**config.mk**
```make
export PLATFORM = sky130hd
export DESIGN_NAME = clock_div_monitor
export DESIGN_NICKNAME = d
export VERILOG_FILES = /design/src/rtl/clock_div_monitor.sv
export SDC_FILE = /design/constraint.sdc
export NUM_CORES = 1
export LEC_CHECK = 0
export BUFFER_PORTS_ARGS = -buffer_cell sky130_fd_sc_hd__clkbuf_2
export CAP_MARGIN = 25
export CORE_MARGIN = 10
export CORE_UTILIZATION = 40
export DETAILED_ROUTE_END_ITERATION = 10
export PLACE_DENSITY_LB_ADDON = 0.08
export SYNTH_ARGS = -nofsm -noshare
export SYNTH_HDL_FRONTEND = slang
export SYNTH_SLANG_ARGS = --single-unit
```
**constraint.sdc**
```tcl
create_clock -name clk -period 5.4 [get_ports clk]
set_input_delay 0.27 -clock clk [delete_from_list [all_inputs] [get_ports clk]]
set_output_delay 0.27 -clock clk [all_outputs]
set_load 0.05 [all_outputs]
```
**src/rtl/clock_div_monitor.sv**
```systemverilog
// clock_div_monitor
// Measures a slow clock (clk_in) from the fast clk domain. Each clk_in rise
// produces one measurement of the previous clk_in period and high time, in
// clk cycles.
//
// Output qualifier: meas_valid is a single-cycle strobe with no back-pressure.
// period and high_time are valid from the cycle meas_valid is high until the
// next strobe. err_pulse is only ever high together with meas_valid.
//
// Lock: LOCK_COUNT consecutive periods within EXP_PERIOD +/- TOL raise locked.
// Any bad period drops locked and restarts the count.
//
// Stall: TIMEOUT cycles without a rise raises a stall strobe and returns to
// ARM.
//
// state_dbg exposes the FSM state with the encoding
// IDLE=0, ARM=1, MEASURE=2, LOCKED=3.
module clock_div_monitor #(
    parameter int SYNC_STAGES = 2,
    parameter int CNT_W       = 16,
    parameter int EXP_PERIOD  = 100,
    parameter int TOL         = 1,
    parameter int LOCK_COUNT  = 4,
    parameter int TIMEOUT     = 4096
) (
    input  logic             clk,
    input  logic             rst,
    input  logic             en,
    input  logic             clk_in,
    input  logic             clr_err,
    output logic [CNT_W-1:0] period,
    output logic [CNT_W-1:0] high_time,
    output logic             meas_valid,
    output logic             locked,
    output logic             err_pulse,
    output logic             err_sticky,
    output logic             stall,
    output logic [1:0]       state_dbg
);

    typedef enum logic [1:0] {
        IDLE    = 2'd0,
        ARM     = 2'd1,
        MEASURE = 2'd2,
        LOCKED  = 2'd3
    } state_t;

    localparam int GOOD_W = $clog2(LOCK_COUNT + 1);
    localparam int LO_INT = (EXP_PERIOD > TOL) ? (EXP_PERIOD - TOL) : 0;

    localparam logic [GOOD_W-1:0] GOOD_FULL   = GOOD_W'(LOCK_COUNT);
    localparam logic [CNT_W-1:0]  PER_LO      = CNT_W'(LO_INT);
    localparam logic [CNT_W-1:0]  PER_HI      = CNT_W'(EXP_PERIOD + TOL);
    localparam logic [CNT_W-1:0]  CNT_TIMEOUT = CNT_W'(TIMEOUT);
    localparam logic [CNT_W-1:0]  CNT_MAX     = '1;

    state_t state;
    state_t state_nxt;

    logic [SYNC_STAGES-1:0] sync_q;
    logic                   edge_q;
    logic                   sync_out;
    logic                   rise;
    logic                   fall;

    logic [CNT_W-1:0]  cnt;
    logic [CNT_W-1:0]  hcnt;
    logic [GOOD_W-1:0] good;
    logic [GOOD_W-1:0] good_nxt;

    logic period_ok;
    logic timeout_hit;
    logic meas_set;
    logic err_set;
    logic stall_set;
    logic cnt_clear;

    // Synchronized clk_in and its delayed copy give 1-cycle rise/fall strobes.
    assign sync_out = sync_q[SYNC_STAGES-1];
    assign rise     = sync_out & ~edge_q;
    assign fall     = ~sync_out & edge_q;

    // The count at a rise is the period just finished.
    assign period_ok   = (cnt >= PER_LO) && (cnt <= PER_HI);
    assign timeout_hit = (cnt == CNT_TIMEOUT);

    // Counters are parked at zero while idle or about to become idle.
    assign cnt_clear = !en || (state == IDLE);

    assign state_dbg = state;

    // Synchronizer chain plus edge-detect flop for the asynchronous clk_in.
    always_ff @(posedge clk or posedge rst) begin
        if (rst) begin
            sync_q <= '0;
            edge_q <= 1'b0;
        end else begin
            sync_q <= {sync_q[SYNC_STAGES-2:0], clk_in};
            edge_q <= sync_out;
        end
    end

    // Cycle counter since the last rise; a stall restarts it from zero.
    always_ff @(posedge clk or posedge rst) begin
        if (rst) begin
            cnt <= '0;
        end else if (cnt_clear) begin
            cnt <= '0;
        end else if (rise) begin
            cnt <= CNT_W'(1);
        end else if (stall_set) begin
            cnt <= '0;
        end else if (cnt != CNT_MAX) begin
            cnt <= cnt + CNT_W'(1);
        end
    end

    // High-time capture.
    // A rise clears it so a cycle with no fall reports 0 at the next rise.
    always_ff @(posedge clk or posedge rst) begin
        if (rst) begin
            hcnt <= '0;
        end else if (cnt_clear || rise) begin
            hcnt <= '0;
        end else if (fall) begin
            hcnt <= cnt;
        end
    end

    // FSM state and good-period count registers.
    always_ff @(posedge clk or posedge rst) begin
        if (rst) begin
            state <= IDLE;
            good  <= '0;
        end else begin
            state <= state_nxt;
            good  <= good_nxt;
        end
    end

    // Next-state logic.
    // A rise takes priority over a timeout in the same cycle.
    always_comb begin
        state_nxt = state;
        good_nxt  = good;
        meas_set  = 1'b0;
        err_set   = 1'b0;
        stall_set = 1'b0;
        if (!en) begin
            state_nxt = IDLE;
            good_nxt  = '0;
        end else begin
            case (state)
                IDLE: begin
                    state_nxt = ARM;
                    good_nxt  = '0;
                end
                ARM: begin
                    if (rise) begin
                        state_nxt = MEASURE;
                    end else if (timeout_hit) begin
                        stall_set = 1'b1;
                    end
                end
                MEASURE: begin
                    if (rise) begin
                        meas_set = 1'b1;
                        if (period_ok) begin
                            good_nxt = good + GOOD_W'(1);
                            if (good_nxt == GOOD_FULL) begin
                                state_nxt = LOCKED;
                            end
                        end else begin
                            good_nxt = '0;
                            err_set  = 1'b1;
                        end
                    end else if (timeout_hit) begin
                        stall_set = 1'b1;
                        good_nxt  = '0;
                        state_nxt = ARM;
                    end
                end
                LOCKED: begin
                    if (rise) begin
                        meas_set = 1'b1;
                        if (!period_ok) begin
                            good_nxt  = '0;
                            err_set   = 1'b1;
                            state_nxt = MEASURE;
                        end
                    end else if (timeout_hit) begin
                        stall_set = 1'b1;
                        good_nxt  = '0;
                        state_nxt = ARM;
                    end
                end
                default: begin
                    state_nxt = IDLE;
                    good_nxt  = '0;
                end
            endcase
        end
    end

    // Registered outputs.
    // The measurement, strobes and locked all update on the same edge.
    always_ff @(posedge clk or posedge rst) begin
        if (rst) begin
            period     <= '0;
            high_time  <= '0;
            meas_valid <= 1'b0;
            err_pulse  <= 1'b0;
            stall      <= 1'b0;
            locked     <= 1'b0;
        end else begin
            meas_valid <= meas_set;
            err_pulse  <= err_set;
            stall      <= stall_set;
            locked     <= (state_nxt == LOCKED);
            if (meas_set) begin
                period    <= cnt;
                high_time <= hcnt;
            end
        end
    end

    // Sticky error flag.
    // An error event, or a clear arriving while a strobe is still visible,
    // leaves it set.
    always_ff @(posedge clk or posedge rst) begin
        if (rst) begin
            err_sticky <= 1'b0;
        end else begin
            err_sticky <= err_set | stall_set | err_pulse | stall |
                          (err_sticky & ~clr_err);
        end
    end

endmodule
```
==> metrics.cfg, run 1 <==
[routing]
drc = 0
firstDrtPassIters = 4
dr.first_iter.drc_count = 140
ant_nets = 0
wl_mm = 7.527
vias = 2442
vias_per_cell = 5.439
avgRoutedWirePerCell_um = 16.76

[timing]
tns_ns = 0
rsz0062_at_grt = no
fmax_ghz = 0.4157
finClkSkew_ns = 0.008252
setup-violations-final = 0
finalCritPeriodShare = 0.4454
relSlewSlack = 0.4027
fin_hold_ws_ns = 0.02538
tightest_slew_ns = 0.8949
fin_crit_ns = 2.405
hold_violations = 0
final_max_slew_viol_count = 0

[power_and_ir_drop]
vdd_ir_drop_max_uv = 137.7
p_per_area_mw_per_mm2 = 282.8
leakagePower_nw = 1.898

[logic_synthesis]
synth_compound_area_frac = 0.1281
syn_area_mm2 = 0.003438
synthTopCellsByArea = dfrtp_1 (56%), mux2_2 (9.2%), a22o_1 (4.1%)
ys_warn_count = 0
synth.mux.area_fraction = 0.1033
synthesis.nets = 311
ys.flop_type = dfrtp_1
post_synth_num_cell_types = 46
synth_fa_ha_area_frac = 0.01820
synth_xor_area_frac = 0.002547
syn_inst = 301
avgSynthCellArea_um2 = 11.42
synth_top_family_by_area = simple AND/OR/NAND/NOR gates
yosys.area_share.simple = 0.1477
synth_top_area_frac = 0.5604
ys_seq_area_frac = 0.5604
synth-edff-count = 0
synth_top_area_cell = dfrtp_1
ys_ff_latch = 77
synthArstFlopShare = 1.000

[placement]
finalWeightedCongestion = 0.8189
placed_area_mm2 = 0.003719
dpl.hpwl_mm = 4.994
numPortBuffers = 43

[clock_network]
cts_resized = 0
hold_buffers = 0
cts_tree = yes
postCtsSetupBuffers = 0
clockRootBuffer = clkbuf_8
cts_made_buffers = 9
htreeDepth = 3
clkLatencyLatePin_ns = 0.35
cts_buffer_depth = 2
clk_pin_slew_ns = 0.08
cts_sinks = 77

[global_routing]
grt_pass1_wl_mm = 12.94
antenna_found_initial = 0
track_usage = 0.1226
grt_max_degree = 78
grt_pass1_vias = 2500
grt_overflow_total = 0

[finish]
fin_area_mm2 = 0.003969
antenna_cells = 0
drive_above_1_share = 0.2936
syn2layout_area_growth_pct = 15.43
final_common_cell = dfrtp_1
nets = 350
final_cell_mix = dfrtp_1 (77), clkbuf_2 (43), mux2_2 (28)

[critical_path]
end_kind = flip-flop
path_class = flip-flop to flip-flop
crit_arrival_ns = 2.65
crit_path_start_kind = flip-flop
cp_max_fo = 12
required_ns = 5.64

[floorplanning]
die_w_um = 112.7
dieArea_mm2 = 0.01270
core_area_mm2 = 0.008299
initial_core_util = 0.4143
io_pins = 44
die_h_um = 112.7
rows = 33

[job]
maxCapViolCount = 0

[worst_hold_path]
hp-class = input port to flip-flop

[run_status]
status = completed

-- stage by stage --
step | total power (W) | utilization | setup WS [ns] | std cells
2_1_floorplan | 0.0006447 | - | 3.163 | 301
3_3_place_gp | 0.0006618 | 0.4481 | 2.966 | 432
3_5_place_dp | 0.0006617 | 0.4481 | 2.983 | 432
4_1_cts | 0.001136 | 0.4737 | 2.977 | 447
5_1_grt | 0.001168 | 0.4782 | 2.811 | 449
6_report | 0.001123 | 0.4782 | 2.995 | 449
-- per-layer routing --
layer	vias to the layer above	routed length [µm]	global-route usage
li1	1178	-	-
met1	1217	3681	0.1700
met3	6	387	0.03909
met2	41	3385	0.1774
met5	-	0	0
met4	0	72	0.03723
-- state kept, by name (all words and copies together), names as in the netlist --
register and cells:
stall 1, state_dbg 2, meas_valid 1, sync_q 2, good 3, err_pulse 1
err_sticky 1, cnt 16, hcnt 16, high_time 16, period 16, edge_q 1
locked 1
-- where the power goes --
part,internal [W],switching (W)
clock network,0.000258,0.000214
logic,0.0000176,0.0000458
registers,0.000582,0.00000655
total,0.000857,0.000266
-- worst max-delay path, cell delays in order, from the launching register on --
cell and delay [ns]:
dfrtp_1 0.43, inv_1 0.15, ha_1 0.17, or3b_2 0.49, or4_4 0.60, nand3_2 0.26
o21ba_2 0.20
-- area by class of cell --
class	count	area [µm²]
sequential	77	1927
tap	105	131.4
inverter	11	42.54
timing repair buffer	48	275.3
multi-input combinational	193	1380
clock inverter	6	88.84
fill	787	4330
clock buffer	9	123.9
-- Yosys cell counts, types with 2 or more instances --
cell	count
nor2_1	18
nor4_1	2
o211ai_1	3
or4_4	2
o31ai_1	2
ha_1	5
a21oi_1	16
o2bb2ai_1	4
buf_2	4
mux2_2	28
a31oi_1	2
or3_1	7
inv_1	11
dfrtp_1	77
nand4_1	8
nor3_1	8
nor2b_1	3
nand2b_1	3
or4_1	3
clkbuf_1	13
o21ai_0	9
nand2_1	17
and4_1	2
mux2i_1	4
buf_6	2
and3_1	3
nand3_1	11
a22o_1	16
-- path summary, 6_finish.rpt --
check | slack, ns | end | depth (start not counted) | startpoint
hold / removal | 0.03 | sync_q[0]$_DFF_PP0_ | 1 | clk_in
hold reg to reg | 0.36 | sync_q[1]$_DFF_PP0_ | 0 | sync_q[0]$_DFF_PP0_
setup reg to reg | 2.99 | cnt[1]$_DFFE_PP0P_ | 6 | cnt[0]$_DFFE_PP0P_
min in group asynchronous | 0.39 | high_time[14]$_DFFE_PP0P_ | 4 | rst
setup / recovery | 2.99 | cnt[1]$_DFFE_PP0P_ | 6 | cnt[0]$_DFFE_PP0P_
max in group asynchronous | 4.47 | period[0]$_DFFE_PP0P_ | 5 | rst
-- logic make-up after synthesis --
| family | count (synthesis) |
|---|---|
| simple gates | 93 |
| fa+ha+maj | 5 |
| buf+inv | 31 |
| xor+xnor | 1 |
| mux | 32 |
| compound gates | 62 |
| flops | 77 |
(Power assumes the default switching activity.)
==> run 2, diff against run 1 <==
- clock period: 5.4 -> 2.45 ns (I/O delays scaled with it)
==> metrics.cfg, run 2 (same netlist as run 1, synthesis figures left out) <==
[global_routing]
antenna_found_initial = 0  ; unchanged
grt_pass1_vias = 2534  ; was 2500
grt_max_degree = 29  ; was 78
track_usage = 0.1307  ; was 0.1226
grt_overflow_total = 0  ; unchanged
grt_pass1_wl_mm = 13.60  ; was 12.94 mm

[timing]
finalCritPeriodShare = 0.9445  ; was 0.4454
fmax_ghz = 0.4322  ; was 0.4157 GHz
finClkSkew_ns = 0.01204  ; was 0.008252 ns
fin_crit_ns = 2.314  ; was 2.405 ns
hold_violations = 0  ; unchanged
setup-violations-final = 0  ; unchanged
relSlewSlack = 0.6274  ; was 0.4027
final_max_slew_viol_count = 0  ; unchanged
tightest_slew_ns = 0.5543  ; was 0.8949 ns
fin_hold_ws_ns = 0.05163  ; was 0.02538 ns
tns_ns = 0  ; unchanged
rsz0062_at_grt = no  ; unchanged

[finish]
final_cell_mix = dfrtp_1 (77), clkbuf_2 (43), mux2_2 (28)  ; unchanged
syn2layout_area_growth_pct = 20.92  ; was 15.43%
regArea_mm2 = 0.001927  ; unchanged
multi_input_area_mm2 = 0.001380  ; unchanged
drive_above_1_share = 0.3360  ; was 0.2936
nets = 374  ; was 350
fillers = 785  ; was 787
final_common_cell = dfrtp_1  ; unchanged
antenna_cells = 0  ; unchanged

[power_and_ir_drop]
leakagePower_nw = 2.026  ; was 1.898 nW
vdd_ir_drop_max_uv = 334.8  ; was 137.7 µV
p_per_area_mw_per_mm2 = 624.8  ; was 282.8 mW/mm²

[clock_network]
cts_buffer_depth = 2  ; unchanged
cts_sinks = 77  ; unchanged
clockRootBuffer = clkbuf_8  ; unchanged
cts_made_buffers = 9  ; unchanged
cts_tree = yes  ; unchanged
clk_pin_slew_ns = 0.08  ; about the same
clkLatencyLatePin_ns = 0.35  ; about the same
postCtsSetupBuffers = 0  ; unchanged
htreeDepth = 3  ; unchanged

[critical_path]
crit_path_start_kind = flip-flop  ; unchanged
end_kind = flip-flop  ; unchanged
required_ns = 2.68  ; was 5.64 ns
path_cells = inv_1, ha_1, or3b_2, or4_4, nand3_2, buf_4, nor3_1  ; was inv_1, ha_1, or3b_2, or4_4, nand3_2, o21ba_2
crit_arrival_ns = 2.55  ; was 2.65 ns
r2r_end = cnt[14]$_DFFE_PP0P_  ; was cnt[1]$_DFFE_PP0P_
reg2reg_slack_ns = 0.14  ; was 2.99 ns
cpMaxStageDelayCell = or4_4  ; unchanged
r2r_cells = 7  ; was 6
path_class = flip-flop to flip-flop  ; unchanged
crit_buf_inv = 2  ; was 1
max_stage_delay_ns = 0.60  ; about the same
cp.depth = 7  ; was 6
worst_path_dominant_cell_family = simple AND/OR/NAND/NOR gates  ; unchanged
cp_max_fo = 12  ; unchanged
reg2reg_from = cnt[0]$_DFFE_PP0P_  ; unchanged

[worst_hold_path]
whs_path_depth = 4  ; was 1
worst_hold_startpoint = clr_err  ; was clk_in
hp-class = input port to flip-flop  ; unchanged
hold_end = err_sticky$_DFF_PP0_  ; was sync_q[0]$_DFF_PP0_

[floorplanning]
die_h_um = 112.7  ; unchanged
rows = 33  ; unchanged
initial_core_util = 0.4143  ; unchanged
die_w_um = 112.7  ; unchanged
core_area_mm2 = 0.008299  ; unchanged
dieArea_mm2 = 0.01270  ; unchanged
io_pins = 44  ; unchanged

[routing]
drc = 0  ; unchanged
avgRoutedWirePerCell_um = 17.28  ; was 16.76 µm
ant_nets = 0  ; unchanged
firstDrtPassIters = 4  ; unchanged
dr.first_iter.drc_count = 127  ; was 140
wl_mm = 8.191  ; was 7.527 mm
vias = 2551  ; was 2442
vias_per_cell = 5.382  ; was 5.439

[placement]
finalWeightedCongestion = 0.8657  ; was 0.8189
numPortBuffers = 43  ; unchanged
dpl.hpwl_mm = 5.983  ; was 4.994 mm

[run_status]
status = completed  ; unchanged

[job]
maxCapViolCount = 0  ; unchanged

## run 2: cell count changes in the layout (fill, tap and decap cells not counted)
| cell | delta |
|---|---|
| buf_16 | -1 |
| buf_4 | +24 |
| bufinv_16 | +1 |
| clkbuf_1 | +1 |
| clkinvlp_4 | -1 |
| dlygate4sd3_1 | +1 |
## run 2: tightest hold or removal path, cell delays in order
cell,delay (ns)
clkbuf_2,0.08
inv_1,0.04
a211oi_1,0.06
o211ai_1,0.07
## run 2: layout make-up
class | instances | share of cell area
clock buffers | 10 | 0.03070
clock inverters | 6 | 0.02678
inverters | 11 | 0.01023
multi-input cells | 193 | 0.3319
flip-flops and latches | 77 | 0.4634
well taps | 105 | 0.03160
repair buffers | 72 | 0.1053
## run 2: stage by stage
step	setup slack, ns	util	instances	cell area (µm²)	power [W]
global placement	0.1985	0.4698	456	3899	0.001469
floorplan	0.3536	-	301	3438	0.001421
global route	0.05773	0.5010	474	4158	0.002705
finish	0.1360	0.5010	474	4158	0.002598
CTS	0.1394	0.5010	474	4158	0.002628
detailed placement	0.1568	0.4698	456	3899	0.001469
## run 2: per-layer routing
layer,track usage,share of wire,wire length (µm),vias to the layer above
met5,0,0,0,-
met4,0.04146,0.0085,70,0
met3,0.03909,0.053,438,6
met2,0.1928,0.46,3733,50
met1,0.1791,0.48,3949,1266
li1,-,-,-,1229
## run 2: worst max path at each step
stage	from	to	slack (ns)
after floorplan	state_dbg[1]$_DFF_PP0_	hcnt[7]$_DFFE_PP0P_	0.35
after global placement	cnt[0]$_DFFE_PP0P_	cnt[14]$_DFFE_PP0P_	0.20
after detailed placement	cnt[0]$_DFFE_PP0P_	cnt[14]$_DFFE_PP0P_	0.16
after CTS	cnt[0]$_DFFE_PP0P_	cnt[14]$_DFFE_PP0P_	0.14
after global routing	cnt[0]$_DFFE_PP0P_	cnt[10]$_DFFE_PP0P_	0.06
final	cnt[0]$_DFFE_PP0P_	cnt[14]$_DFFE_PP0P_	0.14
## run 2: timing repair
item / CTS / global route
endpoints found under the hold margin: 27 / 0
hold buffers: 2 / 0
resized for setup: 0 / 0
setup endpoints to repair: 0 / 0
## run 2: power breakdown
part           internal (W)  total [W]  switching, W
clock network      0.000677    0.00116      0.000479
registers           0.00128    0.00130     0.0000137
logic             0.0000428   0.000146      0.000103
total               0.00200    0.00260      0.000596
